<file path="src/rtl/bus_xcvr_ctl.sv">
// A-side sequencer for an octal bidirectional bus transceiver with active-low T_n/R_n enables.
// Optional A-side parity generation/checking is enabled by defining XCVR_PARITY_EN.

module bus_xcvr_ctl #(
  parameter int unsigned SETUP_CYC  = 1,
  parameter int unsigned DRIVE_CYC  = 2,
  parameter int unsigned SAMPLE_CYC = 2,
  parameter int unsigned TURN_CYC   = 1
) (
  input  logic       clk,
  input  logic       reset,
  input  logic       req,
  input  logic       req_write,
  input  logic [7:0] wdata,
  output logic       busy,
  output logic       ack,
  output logic [7:0] rdata,
  output logic [7:0] a_out,
  output logic       a_oe,
  input  logic [7:0] a_in,
  output logic       T_n,
`ifdef XCVR_PARITY_EN
  output logic       a_out_par,
  input  logic       a_in_par,
  output logic       perr,
`endif
  output logic       R_n
);

  // state    | meaning
  // IDLE     | all enables off, waiting for req
  // WR_SETUP | A driven, transceiver still disabled
  // WR_DRIVE | A driven, T_n low
  // RD_WAIT  | A released, R_n low; A captured on exit
  // TURN     | everything off so driver and receive path never overlap
  // DONE     | one-cycle ack
  typedef enum logic [2:0] {
    IDLE,
    WR_SETUP,
    WR_DRIVE,
    RD_WAIT,
    TURN,
    DONE
  } state_t;

  localparam logic [3:0] SETUP_LD  = 4'(SETUP_CYC - 1);
  localparam logic [3:0] DRIVE_LD  = 4'(DRIVE_CYC - 1);
  localparam logic [3:0] SAMPLE_LD = 4'(SAMPLE_CYC - 1);
  localparam logic [3:0] TURN_LD   = 4'(TURN_CYC - 1);

  state_t     state;
  logic [3:0] cnt;

  always_ff @(posedge clk or posedge reset) begin
    if (reset) begin
      state     <= IDLE;
      cnt       <= 4'd0;
      busy      <= 1'b0;
      ack       <= 1'b0;
      a_oe      <= 1'b0;
      T_n       <= 1'b1;
      R_n       <= 1'b1;
      rdata     <= 8'h00;
      a_out     <= 8'h00;
`ifdef XCVR_PARITY_EN
      a_out_par <= 1'b1;
      perr      <= 1'b0;
`endif
    end else begin
      case (state)
        IDLE: begin
          ack <= 1'b0;
          if (req) begin
            busy  <= 1'b1;
            a_out <= wdata;
`ifdef XCVR_PARITY_EN
            a_out_par <= ~^wdata;
            perr      <= 1'b0;
`endif
            if (req_write) begin
              state <= WR_SETUP;
              a_oe  <= 1'b1;
              cnt   <= SETUP_LD;
            end else begin
              state <= RD_WAIT;
              R_n   <= 1'b0;
              cnt   <= SAMPLE_LD;
            end
          end
        end
        WR_SETUP: begin
          if (cnt == 4'd0) begin
            state <= WR_DRIVE;
            T_n   <= 1'b0;
            cnt   <= DRIVE_LD;
          end else begin
            cnt <= cnt - 4'd1;
          end
        end
        WR_DRIVE: begin
          if (cnt == 4'd0) begin
            state <= TURN;
            T_n   <= 1'b1;
            a_oe  <= 1'b0;
            cnt   <= TURN_LD;
          end else begin
            cnt <= cnt - 4'd1;
          end
        end
        RD_WAIT: begin
          if (cnt == 4'd0) begin
            state <= TURN;
            R_n   <= 1'b1;
            rdata <= a_in;
`ifdef XCVR_PARITY_EN
            perr  <= ~(^{a_in, a_in_par});
`endif
            cnt   <= TURN_LD;
          end else begin
            cnt <= cnt - 4'd1;
          end
        end
        TURN: begin
          if (cnt == 4'd0) begin
            state <= DONE;
            ack   <= 1'b1;
          end else begin
            cnt <= cnt - 4'd1;
          end
        end
        DONE: begin
          state <= IDLE;
          ack   <= 1'b0;
          busy  <= 1'b0;
        end
        default: begin
          state <= IDLE;
          busy  <= 1'b0;
          ack   <= 1'b0;
          a_oe  <= 1'b0;
          T_n   <= 1'b1;
          R_n   <= 1'b1;
        end
      endcase
    end
  end

endmodule

</file>
<file path="config.mk">
export PLATFORM = sky130hd
export DESIGN_NAME = bus_xcvr_ctl
export DESIGN_NICKNAME = d
export VERILOG_FILES = /design/src/rtl/bus_xcvr_ctl.sv
export SDC_FILE = /design/constraint.sdc
export NUM_CORES = 1
export LEC_CHECK = 0
export ABC_AREA = 1
export BUFFER_PORTS_ARGS = -buffer_cell sky130_fd_sc_hd__buf_2
export CAP_MARGIN = 10
export CORE_MARGIN = 2
export CORE_UTILIZATION = 55
export CTS_CLUSTER_DIAMETER = 150
export DETAILED_ROUTE_END_ITERATION = 10
export GPL_TIMING_DRIVEN = 0
export PLACE_DENSITY_LB_ADDON = 0.2
export SKIP_CTS_REPAIR_TIMING = 1
export SLEW_MARGIN = 15
export SYNTH_ARGS = -nofsm -noshare
export SYNTH_HDL_FRONTEND = slang
export SYNTH_SLANG_ARGS = --single-unit
export TNS_END_PERCENT = 100
</file>
<file path="constraint.sdc">
create_clock -name clk -period 3.95 [get_ports clk]
set_input_delay 0.9875 -clock clk [delete_from_list [all_inputs] [get_ports clk]]
set_output_delay 0.9875 -clock clk [all_outputs]
set_load 0.01 [all_outputs]
</file>
# After elaboration in Yosys (flattened, before gate mapping)
# Index checks and enable logic that the tools add are counted.
# op_classes
addsub	1
multipliers	0
div	0
n_lt_le_gt_ge	0
eq_ne	14
shift	0
mux	24
bitwise	5
n_reduce_logical	18
# ops
op	count
4-bit 2-to-1 mux	4
2-bit inequality test (second input constant)	8
4-bit one-hot mux with 4 select lines	1
4-bit OR reduction	4
3-bit 2-to-1 mux	4
3-bit one-hot mux with 4 select lines	1
4-bit AND reduction	3
1-bit one-hot mux with 3 select lines	3
1-bit 2-to-1 mux	8
2-bit AND reduction	4
3-bit by 2-bit equality test with 1-bit output (second input constant)	2
3-bit equality test (second input constant)	2
3-bit AND reduction	2
1-bit inverter	5
4-bit zero test	1
1-bit one-hot mux with 2 select lines	2
4-bit nonzero test	1
4-bit by 1-bit subtractor with 4-bit output (second input constant)	1
3-bit by 1-bit equality test with 1-bit output (second input constant)	1
3-bit zero test	1
3-bit OR reduction	1
2-bit 2-to-1 mux	1
2-bit by 1-bit inequality test with 1-bit output (second input constant)	1
2-bit OR reduction	1
# totals
ff_bits	28
latchBits	0
ramBits	0
mem_bits_ro	0
inputBits	20
out_inout_bits	21
wordCells	71
mem_count	0

# Longest topological paths before layout
# logic_depth
word_depth	4
mapped_depth	9

# Worst setup path after synthesis
# Ideal clock, no wire load.
# synth_path
kind	input -> register
startpoint	input req
endpoint	register cnt[0]
setup_ns	0.117
arrival_time_ns	1.553
setup_slack_ns	2.281
path_stages	6
path_buffers	0
path_cell_list	inv_1 -> nand3_2 -> nand2_2 -> nor2_8 -> nor2_1 -> nor2_1
# synth_via
elab_chain_len	2
# synth_rtl
element	line_no	rtl
start, declared	12	input logic req,
2-bit inequality test (no line)	n/a	
3-bit AND reduction (no line)	n/a	
end signal, assigned	97	cnt <= cnt - 4'd1;
end signal, assigned	107	cnt <= cnt - 4'd1;
end signal, assigned	120	cnt <= cnt - 4'd1;
end, declared	52	logic [3:0] cnt;
# No other way between the ends.
# A chain may end at the register's enable or synchronous reset.

# Worst setup path in the final report
# layout_path
startpoint	register T_n
endpoint	output T_n
# layout_lines
element	line_no	rtl
start, declared	21	output logic T_n,
start signal, assigned	61	T_n <= 1'b1;
start signal, assigned	94	T_n <= 1'b0;
start signal, assigned	103	T_n <= 1'b1;
# No word-level cell between the ends.

==> qor.txt <==
outcome: finished, final reports clean
combinational family with the most area after synthesis: simple AND/OR/NAND/NOR gates
post-detailed-route DRC marker count: 0
Post-Syn Area: 1440 µm²
highest ir drop seen on vdd: 0.000552 V
Routed WL per cell: 12.4 µm
critical path data arrival time: 0.99 ns
launch point of the critical path: T_n$_DFFE_PP1P_
Root Buffer: sky130_fd_sc_hd__clkbuf_4
Largest stage delay, worst path: 0.55 ns
overall routing resource usage: 0.217
Buf+Inv Stages, Crit Path: 1
clk slew on worst S/H paths: 0.14 ns
RSZ-0062 raised after global routing: false
Post-Place Setup Slack: 1.98 ns
clock tree from TritonCTS: built
commonest cells after routing, fill and taps aside: sky130_fd_sc_hd__nand2_1 (62), sky130_fd_sc_hd__buf_2 (40), sky130_fd_sc_hd__dfrtp_1 (26)
primary flip-flop cell chosen by synthesis mapping: sky130_fd_sc_hd__dfrtp_1
buffers added on ports: 40
final core utilization: 0.686
number of clock buffers inserted by TritonCTS: 3
Hold Violations, Final: 0
post-DR vias/cell: 5.25
clock latency at the later pin of the worst-skew pair: 0.32 ns
number of max-cap violations: 0
Pwr Density: 843 nW/µm²
Mapped Avg Cell Area: 8.59 µm²
gr ovfl total: 0
type of the worst min-delay path: register to register
area of the die: 3030 µm²
most frequent standard cell in the layout excluding fill and tap cells: sky130_fd_sc_hd__nand2_1
number of global-route vias before repair: 1115
end point of the critical path: T_n
final worst path period need: 1.98 ns
Crit path depth: 1
post-layout net count: 234
Post-Synth Simple-Gate Area: 0.378
row count: 18
aggregate routed wire length: 2990 µm
post-route clock skew: 0.00800 ns
core area: 2480 µm²
die outline width: 55.1 µm
post-synthesis instance total: 167
slack of the worst reg-to-reg path: 2.46 ns
count of synthesis-stage warnings from yosys: 0
area growth from synthesis to final layout: 18.4%
maximum number of pins on one net before global-route repair: 29
Post-Synth Adder-Cell Area: 0.0174
Critical Path End Type: output pin
Final Worst Setup Slack: 1.97 ns
ratio of cells with drive above 1 in the final layout: 0.351
maximum net fanout on the critical path: 2
Reg-to-Reg End: state[1]$_DFFE_PP0P_
share of flip-flops with an asynchronous set or reset: 1.00
max-slew headroom at the worst pin: 0.334
total clock sinks: 28
wire length on met3: 186 µm
Post-synth EDFFs: 0
area fraction in compound gates after synthesis: 0.0549
category of the critical setup timing path: register to output pin
routability congestion estimate: 0.843
first drt pass iteration count: 4
H-tree Lvls: 1
global-route wire length before repair: 4750 µm
I/O pin total: 41
DR top layer: met4
depth of the most critical reg-to-reg path: 7
Final TNS setup: 0 ns
Diodes inserted: 0
number of storage elements in the synthesis netlist: 28
Fmax: 0.506 GHz
Vert. Die Dim: 55.1 µm
Post-Synth XOR/XNOR Area: 0.0122
portion of the post-synthesis area used by sequential elements: 0.490
DR vias: 1266
sort of element at the start of the critical path: register
post-route total power: 1430 µW
post-detail-place hpwl: 2320 µm
maximum buffer depth of the clock tree: 2
antenna violations before repair: 0
detailed router's first-iteration violation count: 30
syn nets: 189
Routed met1 length: 1280 µm
source of the worst register-to-register timing path: cnt[0]$_DFFE_PP0P_
metal2 WL: 1460 µm
starting density of the core: 0.579
mux contribution to synthesized area: 0
final-report max-slew violation count: 0
critical path's top delay family: flip-flops
leakage power: 0.000951 µW
cells traversed along the worst timing path: buf_2
distinct cell type count of the synthesized netlist: 27
post-route antenna net violation count: 0
slowest cell on the critical path: sky130_fd_sc_hd__dfstp_2
final setup fails: 0
period utilization: 0.500
Crit path required time: 2.96 ns
slew at the pin closest to its max-slew limit: 0.993 ns
[cell usage after synthesis, types with 3 or more instances]
cell type	n	area share
sky130_fd_sc_hd__nand2_1	62	0.16
sky130_fd_sc_hd__dfrtp_1	26	0.45
sky130_fd_sc_hd__nand3_1	17	0.059
sky130_fd_sc_hd__inv_2	7	0.018
sky130_fd_sc_hd__nor2_1	7	0.018
sky130_fd_sc_hd__nand2_2	6	0.026
sky130_fd_sc_hd__inv_1	5	0.013
sky130_fd_sc_hd__a21oi_1	4	0.014
sky130_fd_sc_hd__nor2_8	3	0.042
[layout make-up]
type,count,area [µm²]
plain buffers,1,11.3
clock buffers,4,26.3
fillers,203,778
inverters,14,57.6
multi-input cells,124,663
flip-flops and latches,28,703
well taps,30,37.5
repair buffers,40,200
[worst min-delay path by stage]
stage,startpoint,end,slack [ns],cells after the start
global placement,a_out[0]$_DFFE_PP0P_,a_out[0]$_DFFE_PP0P_,0.45,2
finish,R_n$_DFFE_PP1P_,R_n$_DFFE_PP1P_,0.47,2
global route,a_out[6]$_DFFE_PP0P_,a_out[6]$_DFFE_PP0P_,0.51,2
floorplan,R_n$_DFFE_PP1P_,R_n$_DFFE_PP1P_,0.47,2
CTS,R_n$_DFFE_PP1P_,R_n$_DFFE_PP1P_,0.48,2
detailed placement,a_out[5]$_DFFE_PP0P_,a_out[5]$_DFFE_PP0P_,0.46,2
[power by group]
| part | leakage (µW) | internal (µW) | switching [µW] |
|---|---|---|---|
| Clock | 0.0000150 | 39.5 | 79.6 |
| Sequential | 0.000342 | 427 | 91.6 |
| Combinational | 0.000593 | 292 | 504 |
[registers in the layout (all words and copies together), names as in the netlist]
name / count
a_out: 8
a_oe: 1
R_n: 1
state: 3
cnt: 4
rdata: 8
ack: 1
busy: 1
T_n: 1
[worst reg2reg max path, stage by stage, from the launching register on]
cell	delay [ns]
sky130_fd_sc_hd__dfrtp_1	0.43
sky130_fd_sc_hd__inv_1	0.12
sky130_fd_sc_hd__ha_1	0.22
sky130_fd_sc_hd__nand2_2	0.12
sky130_fd_sc_hd__buf_6	0.15
sky130_fd_sc_hd__nand3_1	0.12
sky130_fd_sc_hd__nand3_1	0.14
sky130_fd_sc_hd__o22ai_1	0.09
[metrics by stage]
step | hold WS, ns | cells | instance area [µm²]
final | 0.472 | 241 | 1700
after global routing | 0.506 | 241 | 1700
after detailed placement | 0.456 | 237 | 1670
after global placement | 0.448 | 237 | 1670
after floorplan | 0.467 | 167 | 1440
after CTS | 0.478 | 241 | 1700
[metal layers]
metal,global-route usage,up-vias
li1,-,625
met5,0,-
met4,0.0650,0
met2,0.399,51
met3,0.0269,8
met1,0.264,582
[cells by family (layout without fill, tap and decap cells)]
kind of cell               count (synthesis)  after routing
and+or+nand+nor                          107            107
DFF                                       28             28
buffers and inverters                     15             59
AOI/OAI and AO/OA                         13             13
adders and majority gates                  2              2
xor gates and xnor gates                   2              2
Power figures use the tool's default switching activity.
